**src/rtl/memory_cycle_pkg.sv**
```systemverilog
// Shared types and constants for the MEM pipeline stage: word width, access FSM states,
// and the RGB channel codes with their field offsets and masks.
package memory_pkg;

  localparam int WORD_W = 18;
  localparam int CH_W   = 6;

  typedef enum logic {
    IDLE = 1'b0,
    WAIT = 1'b1
  } mem_state_t;

  localparam logic [1:0] RGB_FULL = 2'b00;
  localparam logic [1:0] RGB_R    = 2'b01;
  localparam logic [1:0] RGB_G    = 2'b10;
  localparam logic [1:0] RGB_B    = 2'b11;

  localparam logic [4:0] R_OFF = 5'd12;
  localparam logic [4:0] G_OFF = 5'd6;
  localparam logic [4:0] B_OFF = 5'd0;

  localparam logic [WORD_W-1:0] FULL_MASK = 18'h3FFFF;
  localparam logic [WORD_W-1:0] R_MASK    = 18'h3F000;
  localparam logic [WORD_W-1:0] G_MASK    = 18'h00FC0;
  localparam logic [WORD_W-1:0] B_MASK    = 18'h0003F;

  function automatic logic [WORD_W-1:0] chan_mask(input logic [1:0] rgb);
    case (rgb)
      RGB_R:   return R_MASK;
      RGB_G:   return G_MASK;
      RGB_B:   return B_MASK;
      default: return FULL_MASK;
    endcase
  endfunction

  function automatic logic [4:0] chan_off(input logic [1:0] rgb);
    case (rgb)
      RGB_R:   return R_OFF;
      RGB_G:   return G_OFF;
      default: return B_OFF;
    endcase
  endfunction

endpackage

```
**src/rtl/memory_cycle_if.sv**
```systemverilog
// Data-memory req/ack port. The MEM stage is the master; the memory (or a bench model) is the slave.
interface memory_cycle_if #(
  parameter int ADDR_W = 10
);
  import memory_pkg::*;

  logic              req;
  logic              we;
  logic [ADDR_W-1:0] addr;
  logic [WORD_W-1:0] wdata;
  logic [WORD_W-1:0] wmask;
  logic              ack;
  logic [WORD_W-1:0] rdata;

  modport master (
    output req, we, addr, wdata, wmask,
    input  ack, rdata
  );

  modport slave (
    input  req, we, addr, wdata, wmask,
    output ack, rdata
  );

endinterface

```
**src/rtl/memory_cycle_access_ctrl.sv**
```systemverilog
// Access sequencer for the MEM stage: IDLE/WAIT FSM, watchdog counter, request/stall/abort
// generation and the sticky timeout flag.
//   state | meaning
//   IDLE  | no access outstanding; a mem op requests this cycle and may complete zero-wait
//   WAIT  | request held, pipeline stalled until ack or watchdog abort
module mem_access_ctrl
  import memory_pkg::*;
#(
  parameter int TIMEOUT = 15
) (
  input  logic clk,
  input  logic rst,
  input  logic mem_op,
  input  logic ack,
  output logic req,
  output logic stall,
  output logic abort,
  output logic err_timeout
);

  localparam int CNT_W = (TIMEOUT < 2) ? 1 : $clog2(TIMEOUT);
  localparam logic [CNT_W:0] TO_VAL = (CNT_W+1)'(TIMEOUT);

  mem_state_t       state;
  mem_state_t       state_nxt;
  logic [CNT_W-1:0] cnt;
  logic [CNT_W:0]   cnt_inc;

  // cnt_inc is the count including the current WAIT cycle; abort fires when it hits TIMEOUT
  assign cnt_inc = {1'b0, cnt} + (CNT_W+1)'(1);

  always_ff @(posedge clk) begin
    if (rst) begin
      state       <= IDLE;
      cnt         <= '0;
      err_timeout <= 1'b0;
    end else begin
      state <= state_nxt;
      if (state == IDLE) begin
        cnt <= '0;
      end else if (!ack && !abort && (TIMEOUT != 0)) begin
        cnt <= cnt_inc[CNT_W-1:0];
      end
      if (abort) begin
        err_timeout <= 1'b1;
      end
    end
  end

  always_comb begin
    state_nxt = state;
    case (state)
      IDLE:    if (mem_op && !ack) state_nxt = WAIT;
      WAIT:    if (ack || abort)   state_nxt = IDLE;
      default: state_nxt = IDLE;
    endcase
  end

  always_comb begin
    req   = 1'b0;
    stall = 1'b0;
    abort = 1'b0;
    if (!rst) begin
      case (state)
        IDLE: begin
          req   = mem_op;
          stall = mem_op & ~ack;
        end
        WAIT: begin
          req   = 1'b1;
          abort = (TIMEOUT != 0) && !ack && (cnt_inc == TO_VAL);
          stall = ~ack & ~abort;
        end
        default: ;
      endcase
    end
  end

endmodule

```
**src/rtl/memory_cycle.sv**
```systemverilog
// Pipeline MEM stage: drives the data-memory port, stalls upstream while an access is outstanding,
// and registers results into M->W. Optional RGB channel masking is enabled by MEMORY_RGB_MASK_EN.
module memory_cycle
  import memory_pkg::*;
#(
  parameter int ADDR_W  = 10,
  parameter int TIMEOUT = 15
) (
  input  logic              clk,
  input  logic              rst,
  input  logic              RegWriteM,
  input  logic              MemWriteM,
  input  logic              ResultSrcM,
  input  logic              BranchLinkM,
  input  logic [4:0]        RD_M,
  input  logic [WORD_W-1:0] PCPlus4M,
  input  logic [WORD_W-1:0] WriteDataM,
  input  logic [WORD_W-1:0] ALU_ResultM,
  input  logic [1:0]        RGB_M,
  input  logic [8:0]        PCM,
  memory_cycle_if.master    dmem,
  output logic              StallM,
  output logic              RegWriteW,
  output logic              ResultSrcW,
  output logic              BranchLinkW,
  output logic [4:0]        RD_W,
  output logic [WORD_W-1:0] ALU_ResultW,
  output logic [WORD_W-1:0] ReadDataW,
  output logic [WORD_W-1:0] PCPlus4W,
  output logic [8:0]        PCW,
  output logic              err_timeout
);

  logic              mem_op;
  logic              abort;
  logic [WORD_W-1:0] rdata_sel;

  assign mem_op = MemWriteM | ResultSrcM;

  mem_access_ctrl #(
    .TIMEOUT (TIMEOUT)
  ) u_ctrl (
    .clk         (clk),
    .rst         (rst),
    .mem_op      (mem_op),
    .ack         (dmem.ack),
    .req         (dmem.req),
    .stall       (StallM),
    .abort       (abort),
    .err_timeout (err_timeout)
  );

  assign dmem.we   = MemWriteM;
  assign dmem.addr = ALU_ResultM[ADDR_W-1:0];

`ifdef MEMORY_RGB_MASK_EN
  logic [WORD_W-1:0] ch_mask;
  logic [4:0]        ch_off;

  always_comb begin
    ch_mask = chan_mask(RGB_M);
    ch_off  = chan_off(RGB_M);
    if (RGB_M == RGB_FULL) begin
      dmem.wmask = FULL_MASK;
      dmem.wdata = WriteDataM;
      rdata_sel  = dmem.rdata;
    end else begin
      dmem.wmask = ch_mask;
      dmem.wdata = WORD_W'(WriteDataM[CH_W-1:0]) << ch_off;
      rdata_sel  = (dmem.rdata & ch_mask) >> ch_off;
    end
  end
`else
  logic unused_rgb;

  assign unused_rgb = ^RGB_M;
  assign dmem.wmask = FULL_MASK;
  assign dmem.wdata = WriteDataM;
  assign rdata_sel  = dmem.rdata;
`endif

  // A stalled cycle writes a full bubble so W never sees the instruction twice
  always_ff @(posedge clk) begin
    if (rst || StallM) begin
      RegWriteW   <= 1'b0;
      ResultSrcW  <= 1'b0;
      BranchLinkW <= 1'b0;
      RD_W        <= '0;
      ALU_ResultW <= '0;
      ReadDataW   <= '0;
      PCPlus4W    <= '0;
      PCW         <= '0;
    end else begin
      RegWriteW   <= RegWriteM;
      ResultSrcW  <= ResultSrcM;
      BranchLinkW <= BranchLinkM;
      RD_W        <= RD_M;
      ALU_ResultW <= ALU_ResultM;
      ReadDataW   <= (mem_op && !abort) ? rdata_sel : '0;
      PCPlus4W    <= PCPlus4M;
      PCW         <= PCM;
    end
  end

endmodule
```
**src/flat_wrapper.sv**
```systemverilog
// flat-port wrapper written by rule: the top's interface ports become plain ports
module memory_cycle_flat import memory_pkg::*;
#(
  parameter int ADDR_W  = 10,
  parameter int TIMEOUT = 15
)
  (clk, rst, RegWriteM, MemWriteM, ResultSrcM, BranchLinkM, RD_M, PCPlus4M, WriteDataM, ALU_ResultM, RGB_M, PCM, StallM, RegWriteW, ResultSrcW, BranchLinkW, RD_W, ALU_ResultW, ReadDataW, PCPlus4W, PCW, err_timeout, dmem_req, dmem_we, dmem_addr, dmem_wdata, dmem_wmask, dmem_ack, dmem_rdata);
  memory_cycle_if #(.ADDR_W(ADDR_W)) dmem_i ();
  input  logic clk;
  input  logic rst;
  input  logic RegWriteM;
  input  logic MemWriteM;
  input  logic ResultSrcM;
  input  logic BranchLinkM;
  input  logic [4:0] RD_M;
  input  logic [WORD_W-1:0] PCPlus4M;
  input  logic [WORD_W-1:0] WriteDataM;
  input  logic [WORD_W-1:0] ALU_ResultM;
  input  logic [1:0] RGB_M;
  input  logic [8:0] PCM;
  output logic StallM;
  output logic RegWriteW;
  output logic ResultSrcW;
  output logic BranchLinkW;
  output logic [4:0] RD_W;
  output logic [WORD_W-1:0] ALU_ResultW;
  output logic [WORD_W-1:0] ReadDataW;
  output logic [WORD_W-1:0] PCPlus4W;
  output logic [8:0] PCW;
  output logic err_timeout;
  output wire logic [$bits(dmem_i.req)-1:0] dmem_req;
  output wire logic [$bits(dmem_i.we)-1:0] dmem_we;
  output wire logic [$bits(dmem_i.addr)-1:0] dmem_addr;
  output wire logic [$bits(dmem_i.wdata)-1:0] dmem_wdata;
  output wire logic [$bits(dmem_i.wmask)-1:0] dmem_wmask;
  input wire logic [$bits(dmem_i.ack)-1:0] dmem_ack;
  input wire logic [$bits(dmem_i.rdata)-1:0] dmem_rdata;
  assign dmem_req = dmem_i.req;
  assign dmem_we = dmem_i.we;
  assign dmem_addr = dmem_i.addr;
  assign dmem_wdata = dmem_i.wdata;
  assign dmem_wmask = dmem_i.wmask;
  assign dmem_i.ack = dmem_ack;
  assign dmem_i.rdata = dmem_rdata;
  memory_cycle #(.ADDR_W(ADDR_W), .TIMEOUT(TIMEOUT)) u_core (.clk(clk), .rst(rst), .RegWriteM(RegWriteM), .MemWriteM(MemWriteM), .ResultSrcM(ResultSrcM), .BranchLinkM(BranchLinkM), .RD_M(RD_M), .PCPlus4M(PCPlus4M), .WriteDataM(WriteDataM), .ALU_ResultM(ALU_ResultM), .RGB_M(RGB_M), .PCM(PCM), .dmem(dmem_i), .StallM(StallM), .RegWriteW(RegWriteW), .ResultSrcW(ResultSrcW), .BranchLinkW(BranchLinkW), .RD_W(RD_W), .ALU_ResultW(ALU_ResultW), .ReadDataW(ReadDataW), .PCPlus4W(PCPlus4W), .PCW(PCW), .err_timeout(err_timeout));
endmodule
```
**config.mk**
```make
export PLATFORM = sky130hd
export DESIGN_NAME = memory_cycle_flat
export DESIGN_NICKNAME = d
export VERILOG_FILES = /design/src/rtl/memory_cycle_pkg.sv /design/src/rtl/memory_cycle_if.sv /design/src/rtl/memory_cycle_access_ctrl.sv /design/src/rtl/memory_cycle.sv /design/src/flat_wrapper.sv
export SDC_FILE = /design/constraint.sdc
export NUM_CORES = 1
export LEC_CHECK = 0
export ABC_AREA = 1
export CAP_MARGIN = 20
export CORE_MARGIN = 3
export CORE_UTILIZATION = 36
export DETAILED_ROUTE_END_ITERATION = 8
export MAX_ROUTING_LAYER = met4
export PLACE_DENSITY_LB_ADDON = 0.25
export REMOVE_ABC_BUFFERS = 1
export SYNTH_ARGS = -nofsm -noshare
export SYNTH_HDL_FRONTEND = slang
export SYNTH_SLANG_ARGS = --single-unit
```
**constraint.sdc**
```tcl
create_clock -name clk -period 2.95 [get_ports clk]
set_input_delay 0.295 -clock clk [delete_from_list [all_inputs] [get_ports clk]]
set_output_delay 0.295 -clock clk [all_outputs]
set_load 0.01 [all_outputs]
```
==> impl_metrics.json <==
{
  "final_cell_mix": "clkdlybuf4s50_1 (159), inv_1 (79), dfxtp_1 (77)",
  "synth_compound_area_share_pct": 1.40,
  "yosysSeqAreaShare_pct": 53.7,
  "synth_area_um2": 2870,
  "synthSimpleGateAreaFrac_pct": 18.1,
  "clk_latency_ps": 340,
  "period_needed_ps": 2280,
  "cap_violations": 0,
  "worstReg2RegEnd": "u_core.RD_W[0]",
  "p_leak_nw": 2.04,
  "std_cell_rows": 31,
  "rrSetupSlack_ps": 1150,
  "slew_viol_final": 0,
  "hold_depth": 3,
  "dr_total_vias": 2220,
  "fin_skew_ps": 10.0,
  "worst_setup_path_end_kind": "output pin",
  "place_hpwl_mm": 5.26,
  "routed_via_density": 3.95,
  "top_level_ports": 216,
  "grt_pass1_vias": 2012,
  "rsz0062_at_grt": "no",
  "required_ps": 2650,
  "status": "completed",
  "root_buffer": "clkbuf_8",
  "fmax_mhz": 439,
  "drive_gt1_share_pct": 9.72,
  "hold_ws_ps": 470,
  "yosys_warnings": 0,
  "rr_worst_depth": 9,
  "setup_viol": 0,
  "synth_mux_area_share_pct": 0,
  "fillers": 677,
  "worstSetupStartpointType": "flip-flop",
  "synthDistinctLibCells": 20,
  "final_common_cell": "clkdlybuf4s50_1",
  "cts_tree": "done",
  "io_buffers": 159,
  "clock_path_buffers": 2,
  "crit_family": "buffers and inverters",
  "syn_avg_cell_area_um2": 8.88,
  "hold_path.class": "in -> reg",
  "fin_nets": 556,
  "grt_overflow": 0,
  "routabilityCongestion": 0.817,
  "synthAdderAreaFrac_pct": 0.872,
  "cts_sinks": 77,
  "r2r_start": "u_core.u_ctrl.cnt[1]",
  "htreeDepth": 3,
  "synth_top_family_by_area": "buffers and inverters",
  "drt_iter0_markers": 39,
  "synthCells": 323,
  "setup_tns_ps": 0,
  "multi_input_area_um2": 651,
  "cts_resized": 0,
  "post_cts_buffers": 0,
  "grt_max_degree": 26,
  "die_x_um": 95.3,
  "worst_path_max_delay_cell": "clkdlybuf4s50_1",
  "cts_hold_buffers": 0,
  "min_from": "dmem_rdata[13]",
  "grt_pass1_wl_mm": 9.68,
  "routed_wl_mm": 6.58,
  "antenna_cells": 0,
  "critical_path_class": "reg -> out",
  "antenna_found_initial": 0,
  "synth-seq-cells": 77,
  "worstPathCellList": "ha_1, nand2_1, nand3_2, nor2_4, a211oi_1, clkdlybuf4s50_1",
  "die_y_um": 95.3,
  "cp_max_fo": 5,
  "fin_crit_sh_pct": 77.2,
  "p_per_area_nw_per_um2": 479,
  "core-area_um2": 7490,
  "cts_buffers": 9,
  "seq_area_um2": 1540,
  "synthXorXnorAreaFrac_pct": 0,
  "drc": 0,
  "syn2layout_area_growth_pct": 53.6,
  "hold_viol": 0,
  "first_pass_iters": 4,
  "ir_worst_vdd_mv": 0.248,
  "start_util_pct": 38.3,
  "dieArea_um2": 9080,
  "path_buf_inv": 1,
  "hold_end": "u_core.ReadDataW[13]",
  "ant_nets": 0,
  "clkTransAtPathRegs_ps": 80,
  "grt_usage_pct": 14.7,
  "cp.arrival_ps": 1980,
  "wl_per_cell_um": 11.7,
  "critPathMaxStageDelay_ps": 580
}
[worst register-to-register path, cell delays in order (launching register included)]
cell and delay, ps:
dfxtp_1 410, ha_1 200, nand2_1 80, nand3_2 100, nor2_4 50, nand3_2 90, nand2_1 70, inv_2 350
buf_4 290, nor2_1 60
[worst max-delay path by stage]
stage | start | end | slack [ps] | cells past startpoint
after floorplan | u_core.u_ctrl.cnt[0] | u_core.ALU_ResultW[0] | 1350 | 8
after global placement | dmem_ack | StallM | 800 | 6
after detailed placement | dmem_ack | StallM | 820 | 6
after CTS | u_core.u_ctrl.cnt[1] | StallM | 650 | 6
after global routing | u_core.u_ctrl.cnt[0] | StallM | 550 | 6
final | u_core.u_ctrl.cnt[1] | StallM | 670 | 6
[synth_stat cells]
library cell	n	share of area, %
nand3_1	2	0.35
nand3_2	2	0.70
nor2_4	11	4.3
nor2_1	58	7.6
inv_2	1	0.13
buf_12	1	0.70
inv_1	79	10
buf_6	6	2.4
ha_1	2	0.87
nand2_2	2	0.44
conb_1	1	0.13
dfxtp_1	77	54
nand4_1	1	0.22
nor2_2	11	2.4
o21ai_0	1	0.17
a211oi_1	2	0.52
nand2_1	14	1.8
a21oi_1	4	0.70
or2_1	1	0.22
buf_4	47	12
[sequential cells by signal (all words and copies together), names as in the netlist, 4 cells and up]
signal,cells
u_core.ReadDataW,18
u_core.PCW,9
u_core.u_ctrl.cnt,4
u_core.PCPlus4W,18
u_core.ALU_ResultW,18
u_core.RD_W,5
[routing by layer]
layer | up-vias | share of wire [%] | track usage (%)
li1 | 1109 | - | -
met1 | 964 | 40 | 15.8
met2 | 135 | 46 | 23.7
met3 | 12 | 13 | 6.16
met4 | 0 | 1.7 | 6.49
met5 | - | 0 | -
[kinds of logic after synthesis]
group                      Yosys count
DFF                                 77
other                                1
buffers and inverters              134
and+or+nand+nor                    102
AOI/OAI and AO/OA                    7
adders and majority gates            2
[power breakdown]
part | internal, mW | switching (mW)
logic | 0.206 | 0.139
clock network | 0.298 | 0.367
registers | 1.09 | 0.0124
[cell type report]
cell class	instances	share of cell area (%)
clock inverters	6	0.880
repair buffers	162	36.9
clock buffers	9	2.81
flip-flops and latches	77	35.0
multi-input cells	129	14.8
well taps	99	2.81
inverters	80	6.82
[metrics by stage]
stage / power, mW / instances / instance area [um^2] / setup slack, ps / util (%)
floorplan: 1.24 / 286 / 2490 / 1350 / -
global placement: 1.47 / 547 / 4240 / 804 / 56.7
detailed placement: 1.47 / 547 / 4240 / 819 / 56.7
CTS: 2.16 / 562 / 4410 / 646 / 58.9
global route: 2.23 / 562 / 4410 / 553 / 58.9
finish: 2.11 / 562 / 4410 / 673 / 58.9
Power figures use the tool's default switching activity.
